==> config.mk <==
export PLATFORM = sky130hd
export DESIGN_NAME = sev_seg_capture
export DESIGN_NICKNAME = d
export VERILOG_FILES = /design/src/rtl/sev_seg_pkg.sv /design/src/rtl/sev_seg_settle.sv /design/src/rtl/sev_seg_capture.sv
export SDC_FILE = /design/constraint.sdc
export NUM_CORES = 1
export LEC_CHECK = 0
export ABC_AREA = 1
export CORE_MARGIN = 3
export CORE_UTILIZATION = 40
export CTS_BUF_LIST = sky130_fd_sc_hd__clkbuf_16
export DETAILED_ROUTE_END_ITERATION = 7
export PLACE_DENSITY = 0.65
export SYNTH_ARGS = -nofsm -noshare
export SYNTH_HDL_FRONTEND = slang
export SYNTH_HIERARCHICAL = 1
export SYNTH_SLANG_ARGS = --single-unit
==> constraint.sdc <==
create_clock -name CLK -period 6.2 [get_ports CLK]
set_clock_uncertainty 0.05 [all_clocks]
set_input_delay 0.93 -clock CLK [delete_from_list [all_inputs] [get_ports CLK]]
set_output_delay 0.93 -clock CLK [all_outputs]
set_load 0.02 [all_outputs]
==> src/rtl/sev_seg_pkg.sv <==
`default_nettype none
// ============================================================================
// Module      : sev_seg_pkg
// Description : Shared seven-segment definitions for the display path.
//               Holds the active-low hex segment table (gfedcba order), the
//               blank/none constants, and the encode/decode helpers used by
//               both the display driver and the readback capture block.
// Revision    : 1.0 - initial release
// ============================================================================
package sev_seg_pkg;

  // All segments dark / no anode driven (both buses are active-low).
  localparam logic [6:0] SEG_BLANK = 7'h7F;
  localparam logic [7:0] AN_NONE   = 8'hFF;

  // Active-low gfedcba patterns for hex digits 0..F.
  localparam logic [6:0] SEG_HEX [16] = '{
    7'h40, 7'h79, 7'h24, 7'h30, 7'h19, 7'h12, 7'h02, 7'h78,
    7'h00, 7'h10, 7'h08, 7'h03, 7'h46, 7'h21, 7'h06, 7'h0E
  };

  typedef struct packed {
    logic       legal;
    logic [3:0] value;
  } seg_dec_t;

  // Reverse lookup of a cathode pattern; legal=0 when it is not a hex glyph.
  function automatic seg_dec_t seg_decode(input logic [6:0] ca);
    seg_dec_t r;
    r = '0;
    for (int k = 0; k < 16; k++) begin
      if (ca == SEG_HEX[k]) begin
        r.legal = 1'b1;
        r.value = 4'(k);
      end
    end
    return r;
  endfunction

  // Forward lookup used by the display driver.
  function automatic logic [6:0] seg_encode(input logic [3:0] value);
    return SEG_HEX[value];
  endfunction

endpackage
`default_nettype wire

==> src/rtl/sev_seg_settle.sv <==
`default_nettype none
// ============================================================================
// Module      : sev_seg_settle
// Description : Input sampler and glitch filter for the multiplexed display
//               bus. Registers the bus once (S), keeps the previous sample
//               (P), and counts consecutive identical samples. Emits exactly
//               one qualify pulse per settled pattern.
// Ports       : clk       - system clock
//               rst_n     - synchronous active-low reset
//               sample_i  - raw {AN, CA[, DP]} bus
//               qualify   - one-cycle pulse, settled pattern ready
//               settled   - the settled pattern (valid while qualify is high)
// Revision    : 1.0 - initial release
// ============================================================================
module sev_seg_settle #(
  parameter int SETTLE_CYCLES = 4,
  parameter int SAMPLE_W      = 15
) (
  input  logic                clk,
  input  logic                rst_n,
  input  logic [SAMPLE_W-1:0] sample_i,
  output logic                qualify,
  output logic [SAMPLE_W-1:0] settled
);

  localparam logic [7:0] CNT_MAX = 8'(SETTLE_CYCLES - 1);

  logic [SAMPLE_W-1:0] s_q, s_d;
  logic [SAMPLE_W-1:0] p_q, p_d;
  logic [7:0]          cnt_q, cnt_d;
  logic                armed_q, armed_d;

  always_comb begin
    s_d     = sample_i;
    p_d     = s_q;
    cnt_d   = cnt_q;
    armed_d = armed_q;
    qualify = armed_q && (cnt_q == CNT_MAX);
    if (qualify) begin
      armed_d = 1'b0;
    end
    // A change re-arms even in the qualify cycle: it is a new pattern.
    if (s_q == p_q) begin
      if (cnt_q != CNT_MAX) begin
        cnt_d = cnt_q + 8'd1;
      end
    end else begin
      cnt_d   = 8'd0;
      armed_d = 1'b1;
    end
  end

  // P is part of the identical run that produced the count, whereas S may
  // already hold the next pattern.
  assign settled = p_q;

  always_ff @(posedge clk) begin
    if (!rst_n) begin
      s_q     <= '1;
      p_q     <= '1;
      cnt_q   <= 8'd0;
      armed_q <= 1'b1;
    end else begin
      s_q     <= s_d;
      p_q     <= p_d;
      cnt_q   <= cnt_d;
      armed_q <= armed_d;
    end
  end

endmodule
`default_nettype wire

==> src/rtl/sev_seg_capture.sv <==
`default_nettype none
// ============================================================================
// Module      : sev_seg_capture
// Description : Readback of the shared seven-segment anode/cathode bus.
//               Recovers the hex value shown on each of the 8 digits, marks
//               digits valid/stale, pulses FRAME_DONE once every digit has
//               been captured, and flags multiple lit anodes.
// Config      : SEV_SEG_CAPTURE_DP_EN - adds DP input and DIG_DP output.
// Ports       : CLK        - system clock
//               RST_N      - synchronous active-low reset
//               AN[7:0]    - digit anodes, active-low, bit i = digit i
//               CA[6:0]    - segment cathodes, active-low, gfedcba
//               DP         - decimal point, active-low (option only)
//               DIGITS     - captured values, digit i at [4i+3:4i]
//               DIG_VALID  - digit holds a legal, non-stale capture
//               DIG_DP     - captured decimal points (option only)
//               FRAME_DONE - one-cycle pulse, all 8 digits captured
//               MULTI_ERR  - sticky, settled AN had more than one low bit
// Revision    : 1.0 - initial release
// ============================================================================
module sev_seg_capture
  import sev_seg_pkg::*;
#(
  parameter int SETTLE_CYCLES = 4,
  parameter int STALE_CYCLES  = 1000000,
  parameter int CNT_W         = 24
) (
  input  logic        CLK,
  input  logic        RST_N,
  input  logic [7:0]  AN,
  input  logic [6:0]  CA,
`ifdef SEV_SEG_CAPTURE_DP_EN
  input  logic        DP,
  output logic [7:0]  DIG_DP,
`endif
  output logic [31:0] DIGITS,
  output logic [7:0]  DIG_VALID,
  output logic        FRAME_DONE,
  output logic        MULTI_ERR
);

`ifdef SEV_SEG_CAPTURE_DP_EN
  localparam int SAMPLE_W = 16;
`else
  localparam int SAMPLE_W = 15;
`endif

  localparam logic [CNT_W-1:0] STALE_LIM = CNT_W'(STALE_CYCLES);

  logic [SAMPLE_W-1:0] sample;
  logic [SAMPLE_W-1:0] settled;
  logic                qualify;

`ifdef SEV_SEG_CAPTURE_DP_EN
  assign sample = {AN, CA, DP};
`else
  assign sample = {AN, CA};
`endif

  sev_seg_settle #(
    .SETTLE_CYCLES (SETTLE_CYCLES),
    .SAMPLE_W      (SAMPLE_W)
  ) u_settle (
    .clk      (CLK),
    .rst_n    (RST_N),
    .sample_i (sample),
    .qualify  (qualify),
    .settled  (settled)
  );

  logic [7:0] set_an;
  logic [6:0] set_ca;
  logic [7:0] lit;
  logic       one_lit;
  logic       many_lit;
  logic [7:0] cap_vec;
  seg_dec_t   dec;

  assign set_an   = settled[SAMPLE_W-1 -: 8];
  assign set_ca   = settled[SAMPLE_W-9 -: 7];
  assign lit      = ~set_an;
  assign one_lit  = $onehot(lit);
  assign many_lit = (set_an != AN_NONE) && !one_lit;
  assign cap_vec  = (qualify && one_lit) ? lit : 8'h00;
  assign dec      = seg_decode(set_ca);

  logic [31:0]      digits_q, digits_d;
  logic [7:0]       valid_q, valid_d;
  logic [7:0]       seen_q, seen_d;
  logic             frame_done_q, frame_done_d;
  logic             multi_err_q, multi_err_d;
  logic [CNT_W-1:0] stale_q [8];
  logic [CNT_W-1:0] stale_d [8];
`ifdef SEV_SEG_CAPTURE_DP_EN
  logic [7:0]       dig_dp_q, dig_dp_d;
`endif

  always_comb begin
    digits_d     = digits_q;
    valid_d      = valid_q;
    seen_d       = seen_q;
    frame_done_d = 1'b0;
    multi_err_d  = multi_err_q;
`ifdef SEV_SEG_CAPTURE_DP_EN
    dig_dp_d     = dig_dp_q;
`endif
    if (qualify && many_lit) begin
      multi_err_d = 1'b1;
    end
    for (int i = 0; i < 8; i++) begin
      stale_d[i] = (stale_q[i] == STALE_LIM) ? stale_q[i] : stale_q[i] + CNT_W'(1);
      if (stale_d[i] == STALE_LIM) begin
        valid_d[i] = 1'b0;
      end
      // A capture overrides the aging result for this cycle.
      if (cap_vec[i]) begin
        stale_d[i] = '0;
        seen_d[i]  = 1'b1;
        valid_d[i] = dec.legal;
        if (dec.legal) begin
          digits_d[4*i +: 4] = dec.value;
        end
`ifdef SEV_SEG_CAPTURE_DP_EN
        dig_dp_d[i] = ~settled[0];
`endif
      end
    end
    // The completing capture starts no credit in the next frame.
    if (seen_d == 8'hFF) begin
      frame_done_d = 1'b1;
      seen_d       = 8'h00;
    end
  end

  always_ff @(posedge CLK) begin
    if (!RST_N) begin
      digits_q     <= 32'h0;
      valid_q      <= 8'h00;
      seen_q       <= 8'h00;
      frame_done_q <= 1'b0;
      multi_err_q  <= 1'b0;
      for (int i = 0; i < 8; i++) begin
        stale_q[i] <= '0;
      end
`ifdef SEV_SEG_CAPTURE_DP_EN
      dig_dp_q     <= 8'h00;
`endif
    end else begin
      digits_q     <= digits_d;
      valid_q      <= valid_d;
      seen_q       <= seen_d;
      frame_done_q <= frame_done_d;
      multi_err_q  <= multi_err_d;
      for (int i = 0; i < 8; i++) begin
        stale_q[i] <= stale_d[i];
      end
`ifdef SEV_SEG_CAPTURE_DP_EN
      dig_dp_q     <= dig_dp_d;
`endif
    end
  end

  assign DIGITS     = digits_q;
  assign DIG_VALID  = valid_q;
  assign FRAME_DONE = frame_done_q;
  assign MULTI_ERR  = multi_err_q;
`ifdef SEV_SEG_CAPTURE_DP_EN
  assign DIG_DP     = dig_dp_q;
`endif

endmodule
`default_nettype wire
# After elaboration in Yosys (flattened, before gate mapping)
# Memory sizes are Yosys's and may differ from the RTL's.
# Index checks and enable logic that the tools add are counted.
# Widths: inputs -> output; s select.
word_totals:
  ff_bits: 89
  ramBits: 192
  input_bits: 17
  out_inout_bits: 42
  wordCells: 179
  mem_count: 1
classes:
  n_addsub: 16
  n_eq_ne: 37
  muxes: 68
  bitwise: 10
  n_reduce_logical: 24
mem_list:
  columns: ["memory", "words", "width", "read_ports", "rd_ports_with_merged_regs", "write_ports", "line", "text"]
  rows:
  - ["stale_q", 8, 24, 8, 0, 8, "sev_seg_capture.sv:92", "logic [CNT_W-1:0] stale_q [8];"]
op_table:
  columns: ["cell", "count"]
  rows:
  - ["$mux 24", 24]
  - ["$eq 24x20->1 const B", 16]
  - ["$add 24x1->24 const B", 8]
  - ["$mux 5", 16]
  - ["$eq 7x7->1 const B", 4]
  - ["$mux 1", 27]
  - ["$eq 7x5->1 const B", 3]
  - ["$eq 7x6->1 const B", 3]
  - ["$reduce_and 2->1", 9]
  - ["$reduce_bool 2->1", 8]
  - ["$eq 15x15->1", 1]
  - ["$eq 7x2->1 const B", 2]
  - ["$eq 7x4->1 const B", 2]
  - ["$add 1x1->2", 4]
  - ["$add 8x1->8 const B", 1]
  - ["$eq 8x2->1 const B", 1]
  - ["$eq 8x8->1 const B", 1]
  - ["$mux 8", 1]
  - ["$ne 8x2->1 const B", 1]
  - ["$ne 8x8->1 const B", 1]
  - ["$not 8->8", 1]
  - ["$or 1x1->1", 8]
  - ["$eq 7x3->1 const B", 1]
  - ["$logic_not 7->1", 1]
  - ["7 further kinds", 11]

# Depth between registers and ports, before layout
logic_depth:
  depth_word: 18
  mapped_depth: 17
  mapped_depth_nobuf: 17

# Cells and area by module
# The synthesis kept the hierarchy.
modules_own_cells:
  columns: ["module", "n_inst", "cells_per_inst", "area_per_inst_um2", "seq_area_each_um2"]
  rows:
  - ["sev_seg_capture", 1, 2373, 14365.0, 4844.6]
  - ["sev_seg_settle", 1, 216, 1531.5, 780.7]

# Worst setup path before layout
# No wires, ideal clock.
synth_path:
  path_type: "register to register"
  start: "register u_settle.p_q[7] (netlist: u_settle/settled[7])"
  end: "register seen_q[0]"
  setup_ns: 0.113
  t_arrival_ns: 3.758
  required_time_ns: 6.037
  path_slack_ns: 2.279
  path_stages_with_launch: 17
  n_path_buf: 0
  period_less_slack_ns: 3.921
  cell_sequence: "dfxtp_1 > fa_1 > inv_1 > fa_1 > fa_1 > ha_1 > inv_1 > fa_1 > nand2_1 > a21oi_1 > nand3_1 > or2_2 > nand2_1 > nand4_1 > or2_2 > nand2_4 > nor2_1"
synth_between:
  elab_chain_len: 10
  word_cells_on_any_way: 17
  cone_classes: "add/sub: 3; eq/ne: 2; mux: 9; bitwise: 1; reduce/logical: 2"
synth_rtl:
  columns: ["element", "line", "text"]
  rows:
  - ["start, declared", "sev_seg_settle.sv:29", "logic [SAMPLE_W-1:0] p_q, p_d;"]
  - ["start signal, assigned", "sev_seg_settle.sv:65", "p_q <= p_d;"]
  - ["$not 8->8 (*)", "sev_seg_capture.sv:81", "assign lit = ~set_an;"]
  - ["$add 1x1->2 (not written as such)", "sev_seg_capture.sv:82", "assign one_lit = $onehot(lit);"]
  - ["$add 2x2->3 (not written as such)", "sev_seg_capture.sv:82", null]
  - ["$add 3x3->4 (not written as such)", "sev_seg_capture.sv:82", null]
  - ["$eq 4x1->1", "sev_seg_capture.sv:82", null]
  - ["$logic_and 1x1->1", "sev_seg_capture.sv:84", "assign cap_vec = (qualify && one_lit) ? lit : 8'h00;"]
  - ["$mux 8 (*)", "sev_seg_capture.sv:84", null]
  - ["$mux 1", "sev_seg_capture.sv:116", "if (cap_vec[i]) begin"]
  - ["$eq 8x8->1", "sev_seg_capture.sv:129", "if (seen_d == 8'hFF) begin"]
  - ["$reduce_or 2->1 (no line)", null, null]
  - ["end signal, assigned", "sev_seg_capture.sv:151", "seen_q <= seen_d;"]
  - ["end, declared", "sev_seg_capture.sv:89", "logic [7:0] seen_q, seen_d;"]
# Every way passes the cells marked *; elsewhere a longest branch is shown, timed or not.
# A chain may end at the register's enable or synchronous reset.

==> reports/results.ini <==
[place]
dpl_cell_area_um2 = 17000
hpwl_um = 31300
gp_congestion = 0.925
port_buffers = 58

[cts]
clk_latency_ns = 0.53
htreeDepth = 2
numCtsBuffers = 34
post_cts_buffers = 0
cts_num_sinks = 281
clk_pin_slew_worst_paths_ns = 0.05
cts_buffer_depth = 3
cts_resized = 0
holdBufCountCts = 0
cts_root_buf = clkbuf_16
cts_tree = yes

[setup_path]
crit_type = register to register
critPathBufInv = 3
cp_slowest_cell = nand2_1
crit_top_cell = fa_1
slowest_delay_ns = 0.71
path_max_fanout = 24
worst_r2r_path_depth = 14
path_cells = fa_1 -> inv_1 -> fa_1 -> fa_1 -> ha_1 -> inv_1 -> fa_1 -> nand2_1 -> a21oi_1 -> nand3_1 -> inv_1 -> nand2_1 -> nand2_1 -> nor2_1
cp-end-kind = register
worstPathArrival_ns = 4.73
start_kind = register
required_ns = 6.53
crit_family = adder cells
worst-path-stages = 14

[logic_synthesis]
synth_edf_count = 0
ys_seq_area_frac = 0.354
synth_area_leaders = dfxtp_1, nand2_1, nor2_1
synth_area_leader_cell = dfxtp_1
yosysWarningCount = 6
synth_commonest_cells = nand2_1, nor2_1, inv_1
async_flop_share = 0
yosys_register_bits = 281
netlist_instances = 2589
syn_nets = 2631
syn_avg_cell_area_um2 = 6.14
synth_flop_cell = dfxtp_1
yosysMostFrequentCell = nand2_1
synth_area_um2 = 15900
yosysUniqueCellTypes = 40
synth_top_area_share = 0.354

[power_and_ir_drop]
peakVddDrop_mv = 0.150
p_total_mw = 3.95
power.leakage_nw = 7.28
power-per-cell-area_nw_per_um2 = 218

[routing]
wl_per_cell_um = 12.7
dr.pass1.iters = 6
drtIter0Drc = 1100
drcViolationCount = 0
vias = 15500
ant_nets = 0
viasPerCell = 4.85
drt-total-wl_um = 40500

[hold_path]
hp-class = register to register
worstHoldPathCells = 2

[die]
die_h_um = 205
fp-row-count = 72
die_x_um = 205
coreArea_um2 = 38900
start_util = 0.408
die_area_um2 = 42200
boundaryPins = 59

[sta]
max-slew-margin-rel = 0.409
period_minus_slack_ns = 4.40
finalHoldViolCount = 0
tns_ns = 0
period_share = 0.709
rsz0062_at_grt = false
setup_viol = 0
slew_viol_final = 0
worst_pin_slew_ns = 0.884
holdWs_ns = 0.396
fmax_mhz = 227

[global_routing]
grt_pass1_wl_um = 68000
antenna_found_initial = 0
grt_pass1_vias = 14500
grt_overflow_total = 0
grt_max_degree = 35
grt_util_all_layers = 0.193

[final_layout]
areaGrowthSynthToFinish_pct = 13.9
finalInstanceArea_um2 = 18100
nets = 2700
drive_above_1_share = 0.0388
diodes = 0
finalCoreUtilization = 0.465

[run]
maxCapViolations = 0

[status]
status = finished clean

metrics by stage:
step / setup WS [ns] / cells
6_report: 1.80 / 3201
4_1_cts: 1.80 / 3201
3_3_place_gp: 1.85 / 3140
5_1_grt: 1.48 / 3201
3_5_place_dp: 1.81 / 3140
2_1_floorplan: 2.28 / 2589
state kept, by name (all words and copies together), names as in the netlist:
name              flops
stale_q             192
u_settle/settled     15
MULTI_ERR             1
FRAME_DONE            1
seen_q                8
u_settle/cnt_q        8
u_settle/armed_q      1
DIGITS               32
u_settle/p_d         15
DIG_VALID             8
routing by layer:
| layer | part of all wire | track usage | vias up |
|---|---|---|---|
| li1 | - | - | 8205 |
| met1 | 0.48 | 0.265 | 6910 |
| met2 | 0.43 | 0.309 | 341 |
| met3 | 0.048 | 0.0252 | 77 |
| met4 | 0.033 | 0.0715 | 0 |
| met5 | 0 | 0 | - |
power by group:
group          internal, mW  switching (mW)
Combinational        0.0578           0.103
Sequential             1.83          0.0272
Clock                  1.15           0.781
path summary, 6_finish.rpt:
path                                                       end                           start  slack [ns]
worst min-delay path            u_settle/settled[3]$_SDFF_PN1_      u_settle/p_d[3]$_SDFF_PN1_        0.40
worst min register to register  u_settle/settled[3]$_SDFF_PN1_      u_settle/p_d[3]$_SDFF_PN1_        0.40
worst max register to register       stale_q[1][85]$_SDFF_PP0_  u_settle/settled[7]$_SDFF_PN1_        1.80
worst max-delay path                 stale_q[1][85]$_SDFF_PP0_  u_settle/settled[7]$_SDFF_PN1_        1.80
cell families after synthesis:
logic type,Yosys count,synth area share
AO/OA/AOI/OAI,159,0.0520
XOR/XNOR,79,0.0435
adder cells (fa/ha/maj),25,0.0216
buffers and inverters,371,0.0881
flip-flops,281,0.354
AND/OR/NAND/NOR,1674,0.441
tightest hold or removal path: stages, from the launching register on:
cell,delay [ns]
dfxtp_1,0.32
inv_1,0.05
nand2_1,0.04
placed cells by master, fill, tap and decap left out, types with 3 or more instances in the layout:
| cell | instances |
|---|---|
| a21oi_1 | 97 |
| bufinv_16 | 3 |
| clkbuf_16 | 35 |
| clkdlybuf4s50_1 | 57 |
| clkinv_1 | 12 |
| clkinv_2 | 6 |
| clkinvlp_4 | 4 |
| dfxtp_1 | 281 |
| fa_1 | 4 |
| ha_1 | 21 |
| inv_1 | 336 |
| inv_2 | 8 |
| nand2_1 | 747 |
| nand3_1 | 177 |
| nand3_2 | 4 |
| nand3b_1 | 17 |
| nand4_1 | 68 |
| nor2_1 | 595 |
| nor2_2 | 12 |
| nor2_4 | 14 |
| nor3_1 | 26 |
| o21ai_0 | 46 |
| o21ai_1 | 4 |
| o21bai_1 | 5 |
| or2_2 | 4 |
| xnor2_1 | 14 |
| xor2_1 | 65 |
cell type report:
type	count	area, um^2
repair buffers	59	583
inverters	345	1300
clock buffers	35	876
clock inverters	26	201
fillers	4076	20800
well taps	518	648
multi-input cells	1937	8870
flip-flops and latches	281	5630
(Power assumes the default switching activity.)
